==> src/rtl/wb_stage.sv <==
// ---------------------------------------------------------------------------
// wb_stage -- write-back pipeline stage
//
// Purpose
//   Takes the instruction sitting in MEM, forms the register-file write value
//   (ALU result, comparator bit, U immediate, PC+4, or an aligned and extended
//   load result), and registers it so that the register-file write port is
//   driven straight from flops one cycle after MEM.
//
//   A "fresh" bit marks a register that was loaded on the previous edge with
//   a live, unflushed instruction. valid_wb and load_regfile_wb are qualified
//   by it, so an instruction retires once even when the stage is then held
//   by stall for many cycles.
//
// Handshake
//   There is no valid/ready pair. MEM presents an instruction with valid_mem.
//   The stage accepts it on every rising edge where stall=0. flush=1 on that
//   edge still loads the data fields but suppresses the write and the retire
//   pulse. stall=1 holds every captured field and drops the pulse.
//
// Parameters
//   CNT_WIDTH           width of the retired-instruction counter
//
// Ports
//   clk                 clock, all state updates on the rising edge
//   rst                 asynchronous active-low reset
//   valid_mem           MEM holds a live instruction
//   stall               hold the WB register
//   flush               squash the instruction currently in MEM
//   rd_mem[4:0]         destination register index
//   load_regfile_mem    instruction writes the register file
//   regfilemux_sel_mem  write-value select (encodings below)
//   alu_out_mem[31:0]   ALU result; bits [1:0] also form the load byte offset
//   u_imm_mem[31:0]     U-type immediate
//   pc_mem[31:0]        instruction PC
//   rdata_mem[31:0]     raw data-memory read word
//   br_en_mem           comparator result
//   rd_wb[4:0]          register-file write index
//   load_regfile_wb     register-file write enable
//   regfilemux_out_wb   register-file write data
//   valid_wb            one-cycle retire pulse
//   retire_count        retired-instruction count (WB_RETIRE_CNT_EN only)
//
// Configuration
//   WB_RETIRE_CNT_EN    when defined, adds the retire_count port and counter
//
// Select encodings
//   0 alu_out, 1 br_en, 2 u_imm, 3 pc_plus4, 4 lw, 5 lb, 6 lbu, 7 lh, 8 lhu.
//   Any other code falls back to alu_out.
// ---------------------------------------------------------------------------
module wb_stage #(
  parameter int unsigned CNT_WIDTH = 32
) (
  input  logic                 clk,
  input  logic                 rst,
  input  logic                 valid_mem,
  input  logic                 stall,
  input  logic                 flush,
  input  logic [4:0]           rd_mem,
  input  logic                 load_regfile_mem,
  input  logic [3:0]           regfilemux_sel_mem,
  input  logic [31:0]          alu_out_mem,
  input  logic [31:0]          u_imm_mem,
  input  logic [31:0]          pc_mem,
  input  logic [31:0]          rdata_mem,
  input  logic                 br_en_mem,
  output logic [4:0]           rd_wb,
  output logic                 load_regfile_wb,
  output logic [31:0]          regfilemux_out_wb,
  output logic                 valid_wb
`ifdef WB_RETIRE_CNT_EN
  ,
  output logic [CNT_WIDTH-1:0] retire_count
`endif
);

  localparam logic [3:0] SEL_ALU_OUT  = 4'd0;
  localparam logic [3:0] SEL_BR_EN    = 4'd1;
  localparam logic [3:0] SEL_U_IMM    = 4'd2;
  localparam logic [3:0] SEL_PC_PLUS4 = 4'd3;
  localparam logic [3:0] SEL_LW       = 4'd4;
  localparam logic [3:0] SEL_LB       = 4'd5;
  localparam logic [3:0] SEL_LBU      = 4'd6;
  localparam logic [3:0] SEL_LH       = 4'd7;
  localparam logic [3:0] SEL_LHU      = 4'd8;

  // -------------------------------------------------------------------------
  // Load alignment: pick the addressed byte / halfword out of the read word.
  // Byte 0 is bits [7:0]; halfword selection looks only at address bit 1.
  // -------------------------------------------------------------------------
  logic [7:0]  load_byte;
  logic [15:0] load_half;

  always_comb begin
    load_byte = rdata_mem[7:0];
    case (alu_out_mem[1:0])
      2'd0:    load_byte = rdata_mem[7:0];
      2'd1:    load_byte = rdata_mem[15:8];
      2'd2:    load_byte = rdata_mem[23:16];
      default: load_byte = rdata_mem[31:24];
    endcase
  end

  always_comb begin
    load_half = rdata_mem[15:0];
    if (alu_out_mem[1]) begin
      load_half = rdata_mem[31:16];
    end
  end

  // -------------------------------------------------------------------------
  // Write-value mux, evaluated in MEM so the WB outputs are pure flop outputs.
  // -------------------------------------------------------------------------
  logic [31:0] wdata_d;
  logic [31:0] pc_plus4;

  // 32-bit add drops the carry, so PC 0xFFFF_FFFC wraps to 0.
  assign pc_plus4 = pc_mem + 32'd4;

  always_comb begin
    wdata_d = alu_out_mem;
    case (regfilemux_sel_mem)
      SEL_ALU_OUT:  wdata_d = alu_out_mem;
      SEL_BR_EN:    wdata_d = {31'd0, br_en_mem};
      SEL_U_IMM:    wdata_d = u_imm_mem;
      SEL_PC_PLUS4: wdata_d = pc_plus4;
      SEL_LW:       wdata_d = rdata_mem;
      SEL_LB:       wdata_d = {{24{load_byte[7]}}, load_byte};
      SEL_LBU:      wdata_d = {24'd0, load_byte};
      SEL_LH:       wdata_d = {{16{load_half[15]}}, load_half};
      SEL_LHU:      wdata_d = {16'd0, load_half};
      default:      wdata_d = alu_out_mem;
    endcase
  end

  // -------------------------------------------------------------------------
  // Next-state for the WB register
  // -------------------------------------------------------------------------
  logic [4:0]  rd_q,    rd_d;
  logic        load_q,  load_d;
  logic [31:0] wdata_q, wdata_q_d;
  logic        fresh_q, fresh_d;

  always_comb begin
    rd_d      = rd_q;
    load_d    = load_q;
    wdata_q_d = wdata_q;
    // A held register never re-announces its instruction; flush is
    // irrelevant while stalled because nothing is captured.
    fresh_d   = 1'b0;
    if (!stall) begin
      rd_d      = rd_mem;
      load_d    = load_regfile_mem;
      wdata_q_d = wdata_d;
      fresh_d   = valid_mem & ~flush;
    end
  end

  always_ff @(posedge clk or negedge rst) begin
    if (!rst) begin
      rd_q    <= 5'd0;
      load_q  <= 1'b0;
      wdata_q <= 32'd0;
      fresh_q <= 1'b0;
    end else begin
      rd_q    <= rd_d;
      load_q  <= load_d;
      wdata_q <= wdata_q_d;
      fresh_q <= fresh_d;
    end
  end

  assign rd_wb             = rd_q;
  assign regfilemux_out_wb = wdata_q;
  assign valid_wb          = fresh_q;
  // x0 is hard-wired zero, so a write to it is never issued.
  assign load_regfile_wb   = fresh_q & load_q & (rd_q != 5'd0);

  // -------------------------------------------------------------------------
  // Optional retired-instruction counter
  // -------------------------------------------------------------------------
`ifdef WB_RETIRE_CNT_EN
  logic [CNT_WIDTH-1:0] retire_cnt_q, retire_cnt_d;

  // Counts every edge on which the retire pulse is high; wraps naturally.
  always_comb begin
    retire_cnt_d = retire_cnt_q;
    if (fresh_q) begin
      retire_cnt_d = retire_cnt_q + {{(CNT_WIDTH-1){1'b0}}, 1'b1};
    end
  end

  always_ff @(posedge clk or negedge rst) begin
    if (!rst) begin
      retire_cnt_q <= '0;
    end else begin
      retire_cnt_q <= retire_cnt_d;
    end
  end

  assign retire_count = retire_cnt_q;
`else
  // Counter absent in this build; the parameter is kept for a uniform
  // instantiation interface.
  logic [CNT_WIDTH-1:0] unused_cnt_width;
  assign unused_cnt_width = '0;
`endif

endmodule
==> config.mk <==
export PLATFORM = sky130hd
export DESIGN_NAME = wb_stage
export DESIGN_NICKNAME = d
export VERILOG_FILES = /design/src/rtl/wb_stage.sv
export SDC_FILE = /design/constraint.sdc
export NUM_CORES = 1
export LEC_CHECK = 0
export CAP_MARGIN = 20
export CORE_MARGIN = 4
export CORE_UTILIZATION = 45
export DETAILED_ROUTE_END_ITERATION = 6
export DONT_BUFFER_PORTS = 1
export PLACE_DENSITY = 0.66
export SYNTH_ARGS = -nofsm -noshare
export SYNTH_HDL_FRONTEND = slang
export SYNTH_SLANG_ARGS = --single-unit
==> constraint.sdc <==
create_clock -name clk -period 1.5 [get_ports clk]
set_clock_uncertainty 0.05 [all_clocks]
set_input_delay 0.3 -clock clk [delete_from_list [all_inputs] [get_ports clk]]
set_output_delay 0.3 -clock clk [all_outputs]
set_load 0.01 [all_outputs]
==> out/summary.txt <==
most common cell in the synthesized netlist - dfrtp_1
vias in the first global route - 3,496
Final Critical Period - 1.76 ns
Mapped Cells - 396
ys flop type - dfrtp_1
grt ovf - 0
P&R area growth vs syn - 17.1%
initial antenna violation count - 0
register area - 976 µm²
period utilisation layout - 118%
IO Pins - 183
Skew-Pair Late Insertion Delay - 0.31 ns
synthesized area per cell - 8.66 µm²
CP arrival - 1.41 ns
Startpoint Class - flop
fin. max-slew vios - 0
Setup WS post-layout - -0.264 ns
Max Buffers Root-to-Sink - 2
status - finished with violations
routed length per instance - 26.5 µm
Overall Power - 0.00302 W
P_sw - 0.000973 W
RSZ-0062 raised after global routing - yes
first-pass GRT wire length - 19.6 mm
PwrDens - 752 mW/mm²
footprint of the multi-input gates - 0.00238 mm²
relative slew slack - 66.5%
Clk pwr share - 31.1%
Logic pwr share - 23.3%
Final nets - 561
Pleak - 1.46 nW
TritonCTS Buffers - 5
most frequent cells after synthesis - 39 x dfrtp_1, 31 x nand2_1, 29 x o21ai_0, 20 x a221oi_1
Detailed Route WL - 13.7 mm
initial detailed-routing violation count - 427
Async SR Flop Fraction - 100%
max_cap viols - 0
Antenna Nets Post-Route - 0
Hold Slack - 0.0224 ns
Core Area - 0.00733 mm²
register area share after synthesis - 28.5%
Fin. Hold Viols - 0
Area contributors post-synth - dfrtp_1 28%, a221oi_1 5.1%, mux4_2 4.6%
chip width - 95.3 µm
Yosys top cell by area - dfrtp_1
Die Y - 95.3 µm
number of port buffers - 0
largest net degree at the start of global routing - 55
post-DP HPWL - 10.9 mm
Syn Nets - 541
Max Clock Freq - 0.567 GHz
Internal Power - 0.00205 W
Vias/cell - 6.97
Synth Warn # - 0
DRC - 6
sequential power share - 45.6%
endpoints failing setup - 1
GPL Wtd Cong - 0.974
die area - 0.00908 mm²
Max FO, Critical Path - 2
CTS tree - yes
H-tree depth - 2
layout cells sized above 1 - 23.7%
Crit Path Category - reg -> out
total clock sinks - 39
sw frac - 32.2%
drt pass-1 iters - 7
GRT Total Usage - 28.8%
Tightest Pin Transition - 0.501 ns
failing checks - DRC, setup timing
Filler cells - 666
Rows - 31
Critical Path Sink Type - output port
share of the synthesized area in the top cell type - 28.5%
Post-synth EDFFs - 0
#FFs+latches synth - 39
Starting Density - 46.8%
via count - 3,598
Synth cell types - 58
Worst-path clk slew - 0.09 ns
CTS root buffer - clkbuf_8
Max VDD drop - 0.348 mV
Hold WC Path Type - in -> reg
Antenna diodes - 0
mapped cell area - 0.00343 mm²
critical path required time - 1.15 ns
## registers in the layout (all words and copies together) (netlist names)
register,count
regfilemux_out_wb,32
rd_wb,5
load_q,1
valid_wb,1
## cells by family (layout without fill, tap and decap cells)
family	count (synthesis)	count (layout)	synth area share, %
DFF	39	39	28.5
buffers and inverters	39	60	5.87
AOI/OAI and AO/OA	123	123	26.0
and+or+nand+nor	149	149	24.3
muxes	18	18	8.10
xor gates and xnor gates	27	27	6.90
adders and majority gates	1	1	0.365
## power groups by stage
stage,registers [W],clock network (W),logic [W]
finish,0.00138,0.000941,0.000703
global route,0.00139,0.000969,0.000764
CTS,0.00138,0.000934,0.000694
detailed placement,0.00140,0,0.000661
global placement,0.00140,0,0.000650
floorplan,0.00136,0,0.000546
## layout by cell type (no fill, tap or decap), types with 6 or more instances in the layout
| master | instances |
|---|---|
| o21ai_0 | 29 |
| mux4_2 | 7 |
| or3_1 | 18 |
| xor2_1 | 15 |
| a221oi_2 | 12 |
| xnor2_1 | 11 |
| inv_1 | 7 |
| and2_1 | 6 |
| nand3_1 | 14 |
| a221oi_1 | 10 |
| o32ai_1 | 6 |
| nor2_1 | 14 |
| nand2b_1 | 6 |
| mux2_2 | 7 |
| nand2_1 | 30 |
| nor3_1 | 17 |
| dfrtp_1 | 39 |
| a21oi_1 | 12 |
| a31oi_1 | 14 |
| buf_4 | 39 |
| nand4_1 | 12 |
| a222oi_1 | 7 |
## final timing paths
check | from | end | slack (ns) | cells past startpoint
max | rd_wb[1] | load_regfile_wb | -0.26 | 2
min | stall | regfilemux_out_wb[4] | 0.02 | 1
max reg2reg | regfilemux_out_wb[27] | regfilemux_out_wb[27] | 0.51 | 3
min reg2reg | load_q | load_q | 0.47 | 1
max in group asynchronous | rst | regfilemux_out_wb[31] | 0.79 | 2
min in group asynchronous | rst | load_q | 0.40 | 2
## area by class of cell
cell class	count	area share, %
clock inverters	3	1.09
inverters	7	0.654
well taps	99	3.08
multi-input cells	318	59.4
clock buffers	5	1.71
repair buffers	45	9.78
flip-flops and latches	39	24.3
## per-stage QoR
step	setup TNS, ns	cells	util [%]	worst slack, ns	instance area [µm²]
global placement	-4.82	505	52.7	-0.195	3860
floorplan	-3.76	396	-	-0.182	3590
detailed placement	-6.04	505	52.7	-0.260	3860
CTS	-0.262	515	54.6	-0.262	4010
finish	-0.264	516	54.8	-0.264	4020
global route	-0.313	516	54.8	-0.313	4020
## routing by layer
layer	vias up	share of wire, %	global-route usage, %
met3	24	17	12.7
met4	0	2.4	7.81
met2	271	45	46.1
met5	-	0	0
li1	1598	-	-
met1	1705	36	35.1
## worst max-delay path, stage by stage, from the launching register on
cell	delay, ns
dfrtp_1	0.39
or3_1	0.37
o311a_1	0.35
## what timing repair did
| action | 4_1_cts | 5_1_grt |
|---|---|---|
| hold buffers | 2 | 1 |
| setup buffers | 0 | 0 |
| resized for setup | 0 | 1 |
| endpoints found under the hold margin | 39 | 1 |
| setup endpoints to repair | 1 | 3 |
Power figures use the tool's default switching activity.
